### src/rtl/shift_pkg.sv
// Shared constants for the multi-cycle shift unit: op codes, FSM states, default widths.
package shift_pkg;

   localparam int DEF_WIDTH   = 32;
   localparam int DEF_SHAMT_W = 5;

   localparam logic [2:0] OP_SLL = 3'b000;
   localparam logic [2:0] OP_SRL = 3'b001;
   localparam logic [2:0] OP_SRA = 3'b010;
   localparam logic [2:0] OP_ROR = 3'b011;
   localparam logic [2:0] OP_ROL = 3'b100;

   typedef enum logic [1:0] {
      ST_IDLE  = 2'b00,
      ST_SHIFT = 2'b01,
      ST_DONE  = 2'b10
   } state_t;

   // Codes above ROL are pass-through: they never shift, whatever shamt says.
   function automatic logic is_pass(input logic [2:0] op);
      return (op > OP_ROL);
   endfunction

endpackage

### src/rtl/shift_step.sv
// Combinational single-step shifter: moves a value by 1 or 4 bit positions for the given op.
module shift_step
   import shift_pkg::*;
#(
   parameter int WIDTH = DEF_WIDTH
) (
   input  logic [WIDTH-1:0] i_value,
   input  logic [2:0]       i_op,
   input  logic [2:0]       i_stride,
   output logic [WIDTH-1:0] o_value
);

   logic w_s4;
   assign w_s4 = (i_stride == 3'd4);

   // Any stride other than 4 is treated as a single-bit step.
   always_comb begin
      o_value = i_value;
      case (i_op)
         OP_SLL: begin
            if (w_s4) o_value = {i_value[WIDTH-5:0], 4'b0000};
            else      o_value = {i_value[WIDTH-2:0], 1'b0};
         end
         OP_SRL: begin
            if (w_s4) o_value = {4'b0000, i_value[WIDTH-1:4]};
            else      o_value = {1'b0, i_value[WIDTH-1:1]};
         end
         OP_SRA: begin
            if (w_s4) o_value = {{4{i_value[WIDTH-1]}}, i_value[WIDTH-1:4]};
            else      o_value = {i_value[WIDTH-1], i_value[WIDTH-1:1]};
         end
         OP_ROR: begin
            if (w_s4) o_value = {i_value[3:0], i_value[WIDTH-1:4]};
            else      o_value = {i_value[0], i_value[WIDTH-1:1]};
         end
         OP_ROL: begin
            if (w_s4) o_value = {i_value[WIDTH-5:0], i_value[WIDTH-1:WIDTH-4]};
            else      o_value = {i_value[WIDTH-2:0], i_value[WIDTH-1]};
         end
         default: o_value = i_value;
      endcase
   end

endmodule

### src/rtl/shift_unit_seq.sv
// Multi-cycle shift/rotate unit with start/busy/done handshake.
// Optional SHIFT_STRIDE4_EN: consume 4 bit positions per cycle while at least 4 remain.
module shift_unit_seq
   import shift_pkg::*;
#(
   parameter int WIDTH   = DEF_WIDTH,
   parameter int SHAMT_W = DEF_SHAMT_W
) (
   input  logic               clk,
   input  logic               reset,
   input  logic               start,
   input  logic [2:0]         op,
   input  logic [WIDTH-1:0]   data_in,
   input  logic [SHAMT_W-1:0] shamt,
   output logic               busy,
   output logic               done,
   output logic [WIDTH-1:0]   data_out
);

   state_t               r_state;
   state_t               w_state_nxt;
   logic [WIDTH-1:0]     r_data;
   logic [WIDTH-1:0]     w_step;
   logic [SHAMT_W-1:0]   r_cnt;
   logic [SHAMT_W-1:0]   w_cnt_dec;
   logic [SHAMT_W-1:0]   w_shamt_eff;
   logic [2:0]           r_op;
   logic [2:0]           w_stride;
   logic                 w_use4;
   logic                 r_busy;
   logic                 r_done;
   logic                 w_busy_nxt;
   logic                 w_done_nxt;

`ifdef SHIFT_STRIDE4_EN
   assign w_use4   = (r_cnt >= SHAMT_W'(4));
   assign w_stride = w_use4 ? 3'd4 : 3'd1;
`else
   assign w_use4   = 1'b0;
   assign w_stride = 3'd1;
`endif

   assign w_cnt_dec   = r_cnt - (w_use4 ? SHAMT_W'(4) : SHAMT_W'(1));
   assign w_shamt_eff = is_pass(op) ? {SHAMT_W{1'b0}} : shamt;

   shift_step #(.WIDTH(WIDTH)) u_step (
      .i_value  (r_data),
      .i_op     (r_op),
      .i_stride (w_stride),
      .o_value  (w_step)
   );

   // State register; busy/done are registered from the next state so they never see inputs combinationally.
   always_ff @(posedge clk) begin
      if (reset) begin
         r_state <= ST_IDLE;
         r_busy  <= 1'b0;
         r_done  <= 1'b0;
      end else begin
         r_state <= w_state_nxt;
         r_busy  <= w_busy_nxt;
         r_done  <= w_done_nxt;
      end
   end

   // Next-state logic.
   always_comb begin
      w_state_nxt = r_state;
      case (r_state)
         ST_IDLE: begin
            if (start) begin
               if (w_shamt_eff != {SHAMT_W{1'b0}}) w_state_nxt = ST_SHIFT;
               else                                w_state_nxt = ST_DONE;
            end else begin
               w_state_nxt = ST_IDLE;
            end
         end
         ST_SHIFT: begin
            if (w_cnt_dec == {SHAMT_W{1'b0}}) w_state_nxt = ST_DONE;
            else                              w_state_nxt = ST_SHIFT;
         end
         ST_DONE: w_state_nxt = ST_IDLE;
         default: w_state_nxt = ST_IDLE;
      endcase
   end

   // Output decode of the upcoming state.
   always_comb begin
      w_busy_nxt = 1'b0;
      w_done_nxt = 1'b0;
      if (w_state_nxt == ST_IDLE) begin
         w_busy_nxt = 1'b0;
         w_done_nxt = 1'b0;
      end else begin
         w_busy_nxt = 1'b1;
         w_done_nxt = (w_state_nxt == ST_DONE);
      end
   end

   // Shift register, remaining count and latched op.
   always_ff @(posedge clk) begin
      if (reset) begin
         r_data <= {WIDTH{1'b0}};
         r_cnt  <= {SHAMT_W{1'b0}};
         r_op   <= OP_SLL;
      end else if ((r_state == ST_IDLE) && start) begin
         r_data <= data_in;
         r_cnt  <= w_shamt_eff;
         r_op   <= op;
      end else if (r_state == ST_SHIFT) begin
         r_data <= w_step;
         r_cnt  <= w_cnt_dec;
      end else begin
         r_data <= r_data;
         r_cnt  <= r_cnt;
      end
   end

   assign busy     = r_busy;
   assign done     = r_done;
   assign data_out = r_data;

endmodule

### config.mk
export PLATFORM = sky130hd
export DESIGN_NAME = shift_unit_seq
export DESIGN_NICKNAME = d
export VERILOG_FILES = /design/src/rtl/shift_pkg.sv /design/src/rtl/shift_step.sv /design/src/rtl/shift_unit_seq.sv
export SDC_FILE = /design/constraint.sdc
export NUM_CORES = 1
export LEC_CHECK = 0
export ABC_AREA = 1
export BUFFER_PORTS_ARGS = -buffer_cell sky130_fd_sc_hd__buf_2
export CAP_MARGIN = 15
export CORE_ASPECT_RATIO = 0.6
export CORE_MARGIN = 4
export CORE_UTILIZATION = 52
export DETAILED_ROUTE_END_ITERATION = 10
export PLACE_DENSITY = 0.8
export SKIP_LAST_GASP = 1
export SYNTH_ARGS = -nofsm -noshare
export SYNTH_HDL_FRONTEND = slang
export SYNTH_SLANG_ARGS = --single-unit
### constraint.sdc
create_clock -name clk -period 1.6 [get_ports clk]
set_input_delay 0.08 -clock clk [delete_from_list [all_inputs] [get_ports clk]]
set_output_delay 0.08 -clock clk [all_outputs]
set_load 0.02 [all_outputs]
# After elaboration in Yosys (flattened, before gate mapping)
# Index checks and enable logic that the tools add are counted.
# op_classes
eq_ne,7
magnitude_cmp,1
n_mux,11
n_reduce_logical,12
addsub,1
# op_table
cell,count
32-bit one-hot mux with 5 select lines,1
32-bit two-way mux,2
5-bit two-way mux,3
5-bit nonzero test,2
3-bit by 2-bit equality test with 1-bit output (second input constant),2
2-bit two-way mux,3
6-bit nonzero test,1
5-bit logical NOT,1
5-bit by 1-bit subtractor with 5-bit output (second input constant),1
2-bit logical NOT,2
2-bit one-hot mux with 2 select lines,1
3-bit by 1-bit equality test with 1-bit output (second input constant),1
3-bit equality test (second input constant),1
3-bit > comparator (second input constant),1
3-bit logical NOT,1
3-bit AND reduction,1
2-bit by 1-bit equality test with 1-bit output (second input constant),1
2-bit equality test (second input constant),1
2-bit != test (second input constant),1
2-bit AND reduction,1
2-bit nonzero test,1
2-bit OR reduction,1
1-bit logical AND,1
1-bit two-way mux,1
# totals
out_inout_bits,34
regBits,44
inputBits,43

# Depth between registers and ports, before layout
# logic_depth
depth_word,8
depth_mapped,9

# Modules after synthesis
# Synthesis repeated with hierarchy kept, for this count alone.
# hier_totals
cells_unflattened,544
area_unflattened_um2,3203.1
# by_module_without_submodules
mod,area_each_um2,cells_each,n_inst,seq_area_each_um2
shift_unit_seq,1920.6,264,1,880.8
shift_step,1282.5,280,1,0.0

# Worst setup path before layout
# No wires, ideal clock.
# synth_timing
kind,flip-flop to flip-flop
start,register r_state[0]
end,"register r_data[29], in the netlist data_out[29]"
period_less_slack_ps,1177
path_stages_with_launch,8
n_path_buf,1
setup_time_ps,120
arrival_ps,1058
slack_ps,423
t_required_ps,1480
path_cell_list,dfxtp_1 -> nor2_2 -> nand2_4 -> nand3_2 -> nand2_4 -> buf_6 -> a21oi_1 -> a21oi_2
# synth_between
elab_chain_cells,4
elab_cells_between_ends,7
# synth_lines
item,line_no,rtl
start: declaration,shift_unit_seq.sv:20,state_t r_state;
start signal: assignment,shift_unit_seq.sv:60,r_state <= w_state_nxt;
2-bit logical NOT,shift_unit_seq.sv:106,end else if ((r_state == ST_IDLE) && start) begin
1-bit logical AND,shift_unit_seq.sv:106,
6-bit nonzero test (no source line) / 2-bit nonzero test (equally long branches),n/a,
2-bit AND reduction (no source line),n/a,
end signal: assignment,shift_unit_seq.sv:107,r_data <= data_in;
end signal: assignment,shift_unit_seq.sv:111,r_data <= w_step;
end signal: assignment,shift_unit_seq.sv:114,r_data <= r_data;
end: declaration,shift_unit_seq.sv:22,logic [WIDTH-1:0] r_data;
# Several ways; a longest one is shown, not always the timed one.
# A chain may end at the register's enable or synchronous reset.

# Worst setup path in the final report
# layout_timing
start,register r_state[0]
end,"register r_data[10], in the netlist data_out[10]"
# Same word-level chain as after synthesis.

==> metrics list <==
* Outcome: finished, final reports clean
* Number of inserted diodes: 0
- All-Layer GR Usage: 0.221
- Type of element launching the critical path: flip-flop
- The worst hold path was traced through 3 stages.
- Path category of the worst min-delay check: input pin to flip-flop
- Number of global-route vias before repair: 2479
- H-tree depth reported by CTS: 2
* Clock-pin transition on the worst setup and hold timing paths: 0.09 ns
- Worst slew margin relative to its limit: 0.712
- Along the worst path, the maximum fanout reaches 62.
* Layout overhead on the synthesized area: 19.2%
* Hold worst-path end: data_out[24]
- TritonCTS built the clock tree.
- Cell area after technology mapping: 0.00260 mm^2
- Design internal power: 0.00215 W
- Once detailed placement completed, the half-perimeter wirelength came to 4910 um.
* Capturing element type of the critical path: flip-flop
- After detailed routing, the average wire length per cell comes to 13.3 um.
- In this run the vertical extent of the chip is 62.8 um.
* CTS Hold Buffers Added: 0
- Power density over the cells: 1130 mW/mm^2
- R2r startpoint: r_state[0]
- The clock arrives with 0.00943 ns of skew.
- For the pin with the worst max-slew slack, the measured transition is 0.429 ns.
- Average vias per placed instance: 5.25
* Flop2flop setup slack: 0.17 ns
* Layout cells sized above 1: 0.258
* Pwr Total: 0.00350 W
- Worst ir drop on vdd: 0.611 mV
- Detailed routing inserted a total of 2711 vias.
* Count of cells along the worst register-to-register path: 7
- Share of total power consumed by net switching: 0.385
- Reg-to-Reg End: data_out[10]
* Initial detailed-routing violation count: 185
- First-pass GRT wire length: 11500 um
- On the critical path the largest part of the delay comes from simple AND/OR/NAND/NOR gates.
- The number of hold violations in the final report was 0.
* Final critical-path share of the clock period: 0.895
- Slowest Stage Delay on Critical Path: 0.36 ns
* Share of power burned in registers: 0.389
* Post-CTS Repair Setup Buffers: 0
* Total nets after synthesis: 429
* Count of yosys warnings during synthesis: 0
- Dpl cells: 508
- Entering global routing, the biggest net connects 63 pins.
* Max cap viols: 0
- The count of buffers added on input and output ports is 76.
* Combinational fraction of design power: 0.359
* Cell chain of the critical path: nor2_2 -> nand2_4 -> nand3_2 -> nand2_4 -> buf_12 -> a21oi_1 -> a21oi_1
- The clock net in this run drives a total of 44 sinks.
- GRT Residual Overflow: 0
- The critical path in this run is classified as flip-flop to flip-flop.
- Once layout is complete, the utilization of the core stands at 0.659.
- Number of detailed-route iterations in the first pass: 4
* Post-Route WL: 6890 um
- Setup repair after global routing left no endpoint under its margin.
- Setup violations remaining at the end of the flow were counted as 0.
- CTS-repair resized insts: 0
- Antenna violations before repair: 0
* Worst hold start: data_in[24]
- Full die area: 0.00624 mm^2
- The analysis attributes to cell leakage a power of 1.57 nW.
- Net Sw Power: 0.00135 W
- Adding up every negative setup slack in the final design gives 0 ns.
- Data arrives at the worst endpoint at 1.62 ns.
* Die outline width: 99.3 um
* Core region area: 0.00471 mm^2
- Remaining design rule violation count: 0
- In this run the deepest clock path goes through 2 buffers.
* Data required, critical path: 1.79 ns
* Count of cell types in the netlist: 21
* Mean area per synthesized cell: 6.78 um^2
* Starting density of the core: 0.553
- Number of cells produced by synthesis: 384
- Sequential fraction of the synthesis area: 0.338
- Buf/Inv on CP: 1
- Counting the fill cells in the layout gives 460.
* TritonCTS Buffers: 5
- The synthesized design contains 44 register bits.
- Flip-flop and latch area: 881 um^2
- Area of combinational cells with multiple inputs: 0.00136 mm^2
- Clock group share of total power: 0.252
- Slowest cell on crit path: sky130_fd_sc_hd__dfxtp_1
- The number of slew-limit violations in the final report came to 0.
* Weighted congestion at the end of routability-driven global placement: 0.927
- Routed Antenna Nets: 0
* Fin cells: 516
- Root buf cell: sky130_fd_sc_hd__clkbuf_8
* Ports placed on the boundary: 77
* Latest clock arrival within the worst-skew pair: 0.31 ns
- Fmax achieved: 699 MHz
* Post-layout net count: 497
- Fin crit period: 1.43 ns
* Row Count: 19
==> placed cells by master (no fill, tap or decap), types with 2 or more instances in the layout <==
cell	n
sky130_fd_sc_hd__buf_4	6
sky130_fd_sc_hd__buf_2	76
sky130_fd_sc_hd__nand4_1	3
sky130_fd_sc_hd__nand2_1	120
sky130_fd_sc_hd__nand2_4	3
sky130_fd_sc_hd__buf_12	3
sky130_fd_sc_hd__dfxtp_1	44
sky130_fd_sc_hd__a21oi_1	60
sky130_fd_sc_hd__o21ai_0	13
sky130_fd_sc_hd__inv_1	49
sky130_fd_sc_hd__ha_1	2
sky130_fd_sc_hd__nor2_1	4
sky130_fd_sc_hd__o211ai_1	30
sky130_fd_sc_hd__a21oi_2	16
sky130_fd_sc_hd__nand2_2	2
sky130_fd_sc_hd__nand3_1	9
sky130_fd_sc_hd__clkbuf_8	5
==> synthesized netlist by cell type <==
cell | n | area, um^2
sky130_fd_sc_hd__a21oi_1 | 60 | 300
sky130_fd_sc_hd__a21oi_2 | 16 | 140
sky130_fd_sc_hd__buf_2 | 14 | 70.1
sky130_fd_sc_hd__buf_6 | 9 | 101
sky130_fd_sc_hd__clkbuf_1 | 1 | 3.75
sky130_fd_sc_hd__dfxtp_1 | 44 | 881
sky130_fd_sc_hd__ha_1 | 2 | 25.0
sky130_fd_sc_hd__inv_1 | 49 | 184
sky130_fd_sc_hd__inv_2 | 1 | 3.75
sky130_fd_sc_hd__nand2_1 | 120 | 450
sky130_fd_sc_hd__nand2_2 | 2 | 12.5
sky130_fd_sc_hd__nand2_4 | 3 | 33.8
sky130_fd_sc_hd__nand3_1 | 9 | 45.0
sky130_fd_sc_hd__nand3_2 | 1 | 10.0
sky130_fd_sc_hd__nand4_1 | 3 | 18.8
sky130_fd_sc_hd__nor2_1 | 4 | 15.0
sky130_fd_sc_hd__nor2_2 | 1 | 6.26
sky130_fd_sc_hd__o211ai_1 | 30 | 225
sky130_fd_sc_hd__o21ai_0 | 13 | 65.1
sky130_fd_sc_hd__o21ai_1 | 1 | 5.00
sky130_fd_sc_hd__o22ai_1 | 1 | 6.26
==> state kept, by name, indices dropped and copies added (netlist names) <==
name and flops:
busy 1, data_out 32, done 1, r_cnt 5, r_op 3, r_state 2
==> power by group through the flow <==
stage / clock network [W] / logic (W) / registers (W)
final: 0.000882 / 0.00125 / 0.00136
after CTS: 0.000885 / 0.00125 / 0.00136
after floorplan: 0 / 0.000796 / 0.00150
after detailed placement: 0 / 0.00124 / 0.00138
after global placement: 0 / 0.00121 / 0.00138
after global routing: 0.000945 / 0.00141 / 0.00138
==> per-stage QoR <==
step	area, um^2	hold WS (ns)	setup slack [ns]
floorplan	2600	0.149	0.423
global placement	2990	0.343	0.249
detailed placement	2990	0.346	0.223
CTS	3100	0.0201	0.174
global route	3100	0.0386	0.0495
finish	3100	0.0290	0.169
==> cell type report <==
cell class,count,share of cell area
multi-input combinational,266,0.438
sequential,44,0.284
timing repair buffer,85,0.156
inverter,50,0.0605
tap,63,0.0254
clock buffer,5,0.0222
clock inverter,3,0.0137
==> how the worst max path moves through the flow <==
| stage | end | slack (ns) | cells after the start | from |
|---|---|---|---|---|
| 2_1_floorplan | data_out[29] | 0.42 | 7 | r_state[0] |
| 3_3_place_gp | data_out[3] | 0.25 | 7 | r_state[0] |
| 3_5_place_dp | data_out[26] | 0.22 | 8 | r_state[0] |
| 4_1_cts | data_out[10] | 0.17 | 7 | r_state[0] |
| 5_1_grt | data_out[10] | 0.05 | 8 | r_state[0] |
| 6_report | data_out[10] | 0.17 | 7 | r_state[0] |
==> worst reg2reg max path, cell delays in order (launching register included) <==
cell and delay (ns):
sky130_fd_sc_hd__dfxtp_1 0.36, sky130_fd_sc_hd__nor2_2 0.16, sky130_fd_sc_hd__nand2_4 0.13, sky130_fd_sc_hd__nand3_2 0.11
sky130_fd_sc_hd__nand2_4 0.05, sky130_fd_sc_hd__buf_12 0.20, sky130_fd_sc_hd__a21oi_1 0.20, sky130_fd_sc_hd__a21oi_1 0.10
==> per-layer routing <==
layer,GRT usage,part of all wire
met4,0.0647,0.012
met5,0,0
met3,0.0491,0.086
met1,0.332,0.49
met2,0.311,0.42
==> kinds of logic after synthesis <==
kind of cell	share of synthesized area
buf+inv	0.139
fa+ha+maj	0.00961
flops	0.338
simple gates	0.227
compound gates	0.285
Power figures use the tool's default switching activity.
